`src/rtl/riscv_test_monitor.sv`:
```
// riscv_test_monitor: watches pc/gp (and optionally tohost stores) and reports PASS, FAIL or TIMEOUT.
//
// Ports:
//   clk, rst         rising-edge clock, asynchronous active-high reset
//   start            one-cycle arm/re-arm pulse; clears counters and verdict
//   pc, gp           core PC and register x3, compared at full XLEN
//   st_valid/addr/data  data-memory store; only observed when
//                    RISCV_TEST_MONITOR_TOHOST_EN is defined
//   done             high in any terminal state
//   pass/fail/timeout  one-hot verdict while done
//   test_num         failing test number (gp>>1 or tohost>>1), 0 otherwise
//   cycles           saturating count of cycles spent in RUN
//
// Optional feature macro: RISCV_TEST_MONITOR_TOHOST_EN (tohost store detection).
module riscv_test_monitor #(
    parameter int              XLEN           = 32,
    parameter logic [XLEN-1:0] END_PC         = 'h44,
    parameter int              HOLD_CYCLES    = 2,
    parameter int              TIMEOUT_CYCLES = 5000,
    parameter int              CNT_W          = 32,
    parameter logic [XLEN-1:0] TOHOST_ADDR    = 'h1000
) (
    input  logic             clk,
    input  logic             rst,
    input  logic             start,
    input  logic [XLEN-1:0]  pc,
    input  logic [XLEN-1:0]  gp,
    input  logic             st_valid,
    input  logic [XLEN-1:0]  st_addr,
    input  logic [XLEN-1:0]  st_data,
    output logic             done,
    output logic             pass,
    output logic             fail,
    output logic             timeout,
    output logic [XLEN-1:0]  test_num,
    output logic [CNT_W-1:0] cycles
);
    typedef enum logic [2:0] {IDLE, RUN, PASS, FAIL, TOUT} state_t;

    localparam logic [7:0]       HOLD_MAX = 8'(HOLD_CYCLES);
    localparam logic [7:0]       HOLD_END = 8'(HOLD_CYCLES - 1);
    localparam logic [CNT_W-1:0] TO_LAST  = CNT_W'(TIMEOUT_CYCLES - 1);
    localparam logic [CNT_W-1:0] CNT_MAX  = '1;
    localparam logic [XLEN-1:0]  ONE      = XLEN'(1);

    state_t           state, state_n;
    logic [7:0]       hold_cnt, hold_n;
    logic [CNT_W-1:0] cycle_cnt, cycle_n;
    logic [XLEN-1:0]  num, num_n;
    logic             pc_hit, end_hit, to_hit, host_hit;
    logic [XLEN-1:0]  host_data;

    assign pc_hit  = pc == END_PC;
    // hold_cnt counts prior consecutive matches, so this cycle is the HOLD_CYCLES-th
    assign end_hit = pc_hit && hold_cnt == HOLD_END;
    assign to_hit  = cycle_cnt == TO_LAST;

`ifdef RISCV_TEST_MONITOR_TOHOST_EN
    // Stores with bit 0 clear are not completion writes and are ignored
    assign host_hit  = st_valid && st_addr == TOHOST_ADDR && st_data[0];
    assign host_data = st_data;
`else
    logic unused_tohost;
    assign unused_tohost = ^{st_valid, st_addr, st_data, TOHOST_ADDR};
    assign host_hit      = 1'b0;
    assign host_data     = '0;
`endif

    always_comb begin
        state_n = state;
        hold_n  = hold_cnt;
        cycle_n = cycle_cnt;
        num_n   = num;
        if (start) begin
            state_n = RUN;
            hold_n  = '0;
            cycle_n = '0;
            num_n   = '0;
        end else if (state == RUN) begin
            cycle_n = cycle_cnt == CNT_MAX ? cycle_cnt : cycle_cnt + CNT_W'(1);
            hold_n  = !pc_hit ? '0 : hold_cnt == HOLD_MAX ? hold_cnt : hold_cnt + 8'd1;
            // Priority: tohost store, then END_PC hold, then timeout
            if (host_hit) begin
                state_n = host_data == ONE ? PASS : FAIL;
                num_n   = host_data == ONE ? '0 : host_data >> 1;
            end else if (end_hit) begin
                state_n = gp == ONE ? PASS : FAIL;
                num_n   = gp == ONE ? '0 : gp >> 1;
            end else if (to_hit) begin
                state_n = TOUT;
            end
        end
    end

    always_ff @(posedge clk or posedge rst) begin
        if (rst) begin
            state     <= IDLE;
            hold_cnt  <= '0;
            cycle_cnt <= '0;
            num       <= '0;
        end else begin
            state     <= state_n;
            hold_cnt  <= hold_n;
            cycle_cnt <= cycle_n;
            num       <= num_n;
        end
    end

    assign pass     = state == PASS;
    assign fail     = state == FAIL;
    assign timeout  = state == TOUT;
    assign done     = pass || fail || timeout;
    assign test_num = num;
    assign cycles   = cycle_cnt;
endmodule

```
`config.mk`:
```
export PLATFORM = sky130hd
export DESIGN_NAME = riscv_test_monitor
export DESIGN_NICKNAME = d
export VERILOG_FILES = /design/src/rtl/riscv_test_monitor.sv
export SDC_FILE = /design/constraint.sdc
export NUM_CORES = 1
export LEC_CHECK = 0
export BUFFER_PORTS_ARGS = -buffer_cell sky130_fd_sc_hd__buf_2
export CORE_ASPECT_RATIO = 0.5
export CORE_MARGIN = 5
export CORE_UTILIZATION = 40
export DETAILED_ROUTE_END_ITERATION = 10
export PLACE_DENSITY = 0.78
export SETUP_SLACK_MARGIN = 0.1
export SLEW_MARGIN = 20
export SYNTH_ARGS = -nofsm -noshare
export SYNTH_HDL_FRONTEND = slang
export SYNTH_SLANG_ARGS = --single-unit
```
`constraint.sdc`:
```
create_clock -name clk -period 1.9 [get_ports clk]
set_clock_uncertainty 0.05 [all_clocks]
set_input_delay 0.095 -clock clk [delete_from_list [all_inputs] [get_ports clk]]
set_output_delay 0.095 -clock clk [all_outputs]
set_load 0.05 [all_outputs]
```
==> summary.txt, run 1 <==
Clock tree
  • CTS max path bufs: 2
  • CTS Sinks: 74
  • CTS Buf Count: 9
  • CTS Root Cell: clkbuf_16
  • H-tree levels: 3
  • Later-pin clock latency in the skew report: 340 ps
  • Reg clk slew, reported paths: 60 ps
  • CTS tree: built

Job
  • Maxcap violations: 0

Drt
  • Drt drc: 0
  • Final WL: 14.47 mm
  • Via density per instance: 5.702
  • Via count: 4242
  • Routed Antenna Nets: 0
  • First-pass DRT Iterations: 5
  • Routed len/inst: 19.45 um
  • Drt initial violations: 332

STA
  • Slew Viols, Final: 0
  • Final hold violation count: 0
  • Setup ws final: -151.4 ps
  • TNS Setup: -2898 ps
  • Tcrit/Tclk final: 108.0%
  • Slew HR: 48.82%
  • Fmax: 487.5 MHz
  • Unrepaired setup endpoints after global routing: true
  • Setup violators final: 49
  • Tmin final: 2051 ps
  • Slew at the pin closest to its max-slew limit: 764.9 ps

Synthesis
  • Post-synth cell types: 45
  • Simple-Gate Fraction of Synth Area: 26.31%
  • Mux cell area share after synthesis: 7.251%
  • XOR/XNOR Fraction of Synth Area: 5.320%
  • Synth top area cells: dfrtp_1 47%, mux2_1 5.4%, nor2b_1 4.4%, nor4_1 4.0%, xor2_1 3.8%
  • Post-synthesis compound-gate area fraction: 9.975%
  • Yosys reg bits: 74
  • Async set-reset flop share out of synthesis: 100.0%
  • Mapped Area: 3951 um2
  • Syn Nets: 525
  • Cells after Synth: 389
  • Syn. warnings: 0
  • Syn Area/Cell: 10.16 um2
  • Number of synthesized flops with an enable pin: 0
  • Ys flop type: dfrtp_1
  • Largest family of logic cells by synthesized area: simple AND/OR/NAND/NOR gates
  • Leading cell type by number of instances after synthesis: dfrtp_1
  • Yosys top cell area share: 46.87%
  • Register area share after synthesis: 46.87%
  • Leading area contributor after synthesis: dfrtp_1
  • Commonest cells post-synth: 74 x dfrtp_1, 28 x nor2b_1, 25 x nor4_1
  • Post-Synth Adder-Cell Area: 1.267%

Finish
  • Core Util, Final: 67.46%
  • Layout cell share with drive strength beyond 1: 56.98%
  • Nets: 740
  • Area growth, synth to finish: 62.89%
  • Fillcell total: 671
  • Sequential Area: 1888 um2
  • Multi-input logic area: 2541 um2
  • Non-filler instance count after layout: 744
  • Antenna diode count: 0

Critical path
  • CP Launch Point: cycles[24]
  • Reg-to-Reg End: state[0]
  • CP max stage delay: 450 ps
  • R2r startpoint: cycles[24]
  • Worst path depth: 6
  • Max Fanout on Critical Path: 4
  • WP data required: 2060 ps
  • Crit Path Class: flop to flop
  • Startpoint Class: flop
  • Slowest library cell on the worst path: dfrtp_2
  • Buf/Inv on CP: 1
  • Cell chain of the critical path: buf_4 -> nor4_1 -> nand4_1 -> nor4_4 -> nor2_1 -> a211o_1
  • Worst setup path endpoint: state[0]
  • Worst reg2reg setup slack: -150 ps
  • Critical Path AT: 2210 ps
  • R2R depth: 6
  • Nature of the critical path endpoint: flop
  • Top delay family on crit path: simple AND/OR/NAND/NOR gates

Power and ir drop
  • Leak: 3.138 nW
  • Peak VDD IR: 0.4322 mV
  • Power per standard cell area: 623.7 nW/um2

Global route
  • GR peak layer: met2
  • Met3 Resource Use GR: 4.397%
  • First-pass GRT wire length: 21.22 mm
  • Vias in the first global route: 4216
  • Largest net degree at the start of global routing: 38
  • Gr usage total: 22.27%
  • Grt met2 use: 38.01%
  • Gr ovfl total: 0
  • Met1 Use GR: 27.76%
  • Antenna violations before repair: 0

Placement
  • Placed cells: 681
  • Post-DP HPWL: 8.483 mm
  • Placer congestion estimate: 0.8513
  • PortBufs: 133

Status
  • Failing checks: setup timing
  • Status: finished with violations

Floorplan
  • Core ar.: 9540 um2
  • I/O pin total: 200
  • FP Rows: 25
  • Die Y: 80.28 um
  • Initial Util: 41.42%
  • Total die area: 12090 um2
  • DIE WIDTH: 150.6 um

Worst hold path
  • HP Start: gp[18]
  • Hold crit path type: input port to flop
-- metrics by stage --
stage               setup slack [ps]  area, um2  power [mW]  hold slack [ps]
finish                        -151.4       6436       4.014            78.12
CTS                           -57.73       6107       4.033            69.81
global route                  -210.2       6436       4.171            85.94
floorplan                     -51.73       4209       1.998            206.5
detailed placement            -293.8       5259       2.169            98.46
global placement              -219.7       5259       2.160            96.21
-- cell families after synthesis --
group | count (synthesis)
buffers and inverters | 26
other | 1
muxes | 26
AOI/OAI and AO/OA | 58
adders and majority gates | 4
and+or+nand+nor | 176
xor gates and xnor gates | 24
DFF | 74
-- how the worst min path moves through the flow --
stage,end,slack [ps],cells past startpoint
2_1_floorplan,test_num[0],210,1
3_3_place_gp,test_num[12],100,2
4_1_cts,test_num[27],70,3
6_report,test_num[17],80,3
5_1_grt,test_num[25],90,3
3_5_place_dp,test_num[11],100,2
-- what timing repair did --
| action | 4_1_cts | 5_1_grt |
|---|---|---|
| cloned | 5 | 2 |
| endpoints found under the hold margin | 30 | 0 |
| setup endpoints to repair | 63 | 71 |
| hold buffers | 12 | 0 |
| pin swaps | 21 | 29 |
| buffers inserted | 20 | 11 |
| resized for setup | 45 | 55 |
-- tightest hold or removal path: cells and delay by family --
kind          cells  cell delay [ps]
buf+inv           1               90
mux               1              140
simple gates      1              110
-- cells in the final DEF, fill, tap and decap left out, types with 5 or more instances in the layout --
cell type / count
nand2_1: 11
xnor2_1: 6
mux2i_1: 5
dfrtp_1: 45
dfrtp_2: 29
o21ai_1: 11
and3_1: 11
o21ai_2: 16
nand3_2: 8
dlygate4sd3_1: 12
nand4_1: 23
buf_4: 55
nor4_4: 8
nor4_1: 21
a21o_1: 6
a32o_1: 10
inv_1: 5
nor2b_1: 28
nor2_1: 17
xor2_1: 15
nand2_2: 5
nand3_1: 6
clkbuf_16: 11
buf_2: 133
buf_6: 11
mux2_4: 20
-- power by group --
| part | total (mW) | leakage [nW] | switching, mW | internal, mW |
|---|---|---|---|---|
| clock | 1.83 | 0.151 | 0.687 | 1.15 |
| combinational | 0.531 | 2.03 | 0.325 | 0.206 |
| sequential | 1.65 | 0.957 | 0.0291 | 1.62 |
-- routing by layer --
layer,share of wire [%],up-vias
li1,-,1897
met1,39,2052
met2,50,229
met3,7.4,64
met4,3.6,0
met5,0,-
-- cell type report --
class                   count  share of cell area [%]
multi-input cells         293                   39.48
flip-flops and latches     74                   29.34
repair buffers            220                   23.19
clock buffers               9                   3.499
well taps                 135                   2.624
clock inverters             7                   1.458
inverters                   6                  0.4082
-- state kept, by name, indices dropped and copies added, names as in the netlist --
name,flops
state,3
hold_cnt,8
test_num,31
cycles,32
(Power assumes the default switching activity.)
==> inputs of run 2 (changes only) <==
ABC_AREA = 1   (was unset)
CTS_BUF_LIST = sky130_fd_sc_hd__clkbuf_4   (was unset)
PLACE_DENSITY = 0.75   (was 0.78)
==> run 2 against run 1 <==
  * The run now ends clean
  * Total power shrank 12%
  * Cell count increased by 40%
  * Fmax increased by 16%
  * First-iteration DRC count fell by 8.1%
  * Non-clock buffer count down 20
  * Setup slack better by 290 ps
  * Utilization shrank 13 points
  * Area after synthesis rose by 20%
  * Sequential power up 4%
  * Global-route usage shrank 2.5 points
  * Largest power group is now registers
==> summary.txt, run 2 <==
Status
  • Status: finished clean

Critical path
  • Critical Path AT: 2040 ps
  • Max Fanout on Critical Path: 16
  • Startpoint Class: flop
  • Nature of the critical path endpoint: flop
  • Crit Path Class: flop to flop
  • R2R depth: 9
  • WP data required: 2180 ps

Synthesis
  • Post-synth cell types: 33
  • Leading area contributor after synthesis: dfrtp_1
  • Mapped Area: 4730 um2
  • Leading cell type by number of instances after synthesis: nand2_1
  • Syn. warnings: 0
  • Syn Nets: 811
  • Syn Area/Cell: 7.007 um2
  • Yosys reg bits: 74
  • Synth top area cells: dfrtp_1 39%, nand2_1 17%, nor2_1 8.3%, inv_1 5.5%, xor2_1 4.4%
  • Register area share after synthesis: 39.15%
  • Ys flop type: dfrtp_1
  • Async set-reset flop share out of synthesis: 100.0%
  • Number of synthesized flops with an enable pin: 0
  • Commonest cells post-synth: 217 x nand2_1, 105 x nor2_1, 74 x dfrtp_1
  • Yosys top cell area share: 39.15%
  • Cells after Synth: 675

Global route
  • Vias in the first global route: 4887
  • Largest net degree at the start of global routing: 63
  • Gr usage total: 19.76%
  • Gr ovfl total: 0
  • Antenna violations before repair: 1
  • First-pass GRT wire length: 22.69 mm

Clock tree
  • CTS Sinks: 74
  • H-tree levels: 3
  • CTS Buf Count: 9
  • CTS tree: built
  • Later-pin clock latency in the skew report: 430 ps
  • CTS Root Cell: clkbuf_4
  • Reg clk slew, reported paths: 120 ps
  • CTS max path bufs: 2

Drt
  • Routed Antenna Nets: 0
  • Via count: 5130
  • Routed len/inst: 14.15 um
  • First-pass DRT Iterations: 4
  • Drt initial violations: 305
  • Drt drc: 0
  • Via density per instance: 4.937
  • Final WL: 14.71 mm

Power and ir drop
  • Power per standard cell area: 548.7 nW/um2
  • Leak: 3.096 nW
  • Total power draw: 3.525 mW
  • Peak VDD IR: 0.3230 mV

Worst hold path
  • Hold crit path type: input port to asynchronous set/reset pin

Floorplan
  • Total die area: 14230 um2
  • Die Y: 86.89 um
  • Core ar.: 11700 um2
  • Initial Util: 40.42%
  • FP Rows: 28
  • DIE WIDTH: 163.8 um
  • I/O pin total: 200

STA
  • Tmin final: 1763 ps
  • Fmax: 567.3 MHz
  • TNS Setup: 0 ps
  • Final hold violation count: 0
  • Tcrit/Tclk final: 92.78%
  • Unrepaired setup endpoints after global routing: true
  • Setup violators final: 0
  • Slew Viols, Final: 0
  • WHS: 148.9 ps

Placement
  • Placed cells: 973
  • Placer congestion estimate: 0.9365
  • Dpl cell area: 5720 um2
  • Post-DP HPWL: 9.927 mm
  • PortBufs: 133

Finish
  • Layout cell share with drive strength beyond 1: 30.08%
  • Final instance area: 6425 um2
  • Area growth, synth to finish: 35.85%
  • Max reg flops: 32
  • Non-filler instance count after layout: 1039
  • Most frequent cells in the layout: 214 x nand2_1, 132 x buf_2, 101 x nor2_1
  • Nets: 1003
  • Commonest non-fill, non-tap cell in the layout: nand2_1

Job
  • Maxcap violations: 0
run 2: cell count changes after synthesis, moves of 9 or more:
| cell | delta |
|---|---|
| mux2_1 | -19 |
| nor2b_1 | -28 |
| inv_1 | +63 |
| nand3_1 | +11 |
| nor4_1 | -25 |
| a32o_1 | -11 |
| clkbuf_1 | -9 |
| o21ai_1 | +14 |
| nand2_1 | +198 |
| o21ai_2 | +22 |
| and3_1 | -11 |
| nor2_1 | +83 |
run 2: worst max-delay path: stages, from the launching register on:
cell       delay, ps
dfrtp_1          460
nor2_2           130
nand2_1           90
nor3_4           220
nand3_2          140
nand2_4          130
nand2_8           90
clkbuf_16        200
nand2_1           80
o21ai_1           70
run 2: final cells by class:
class	instances	area [um2]
Multi-Input combinational cell	511	2606
Fill cell	1086	5276
Clock inverter	3	17.52
Sequential cell	74	1881
Inverter	71	274.0
Clock buffer	12	90.09
Tap cell	165	206.4
Antenna cell	3	7.507
Timing Repair Buffer	200	1343
run 2: power breakdown:
group | switching, mW | total [mW] | internal (mW)
sequential | 0.0593 | 1.72 | 1.66
clock | 0.554 | 0.858 | 0.303
combinational | 0.650 | 0.948 | 0.299
total | 1.26 | 3.53 | 2.26
run 2: cell families (layout without fill, tap and decap cells):
logic type | after synthesis | after routing | share of synthesized area, %
AND/OR/NAND/NOR | 409 | 410 | 37.30
AO/OA/AOI/OAI | 71 | 71 | 9.365
adder cells (fa/ha/maj) | 4 | 4 | 1.058
buffers and inverters | 91 | 286 | 8.412
XOR/XNOR | 25 | 25 | 4.630
flip-flops | 74 | 74 | 39.15
other | 1 | 4 | 0.07929
run 2: through the flow:
| stage | setup WS (ps) | util, % |
|---|---|---|
| floorplan | 88.76 | - |
| global placement | 95.44 | 48.89 |
| detailed placement | 31.26 | 48.89 |
| CTS | 111.7 | 52.87 |
| global route | 31.73 | 54.87 |
| finish | 137.2 | 54.91 |
run 2: routing by layer:
metal  track usage (%)  share of wire (%)
met5                 0                  0
met1             24.39                 43
met3             4.066                5.3
met2             34.78                 49
met4             6.925                3.0
run 2: repair_timing:
item	4_1_cts	5_1_grt
hold endpoints to repair	107	0
buffers inserted	0	11
setup endpoints to repair	63	72
cloned	0	4
hold buffers	33	0
pin swaps	0	5
resized for setup	5	17
run 2: worst paths after layout:
| check | end | slack, ps | start |
|---|---|---|---|
| hold reg to reg | test_num[28] | 450 | test_num[28] |
| min in group clk | state[0] | 150 | gp[0] |
| hold / removal | test_num[6] | 150 | rst |
| setup reg to reg | test_num[10] | 140 | hold_cnt[6] |
| setup / recovery | test_num[10] | 140 | hold_cnt[6] |
| max in group asynchronous | test_num[23] | 1110 | rst |
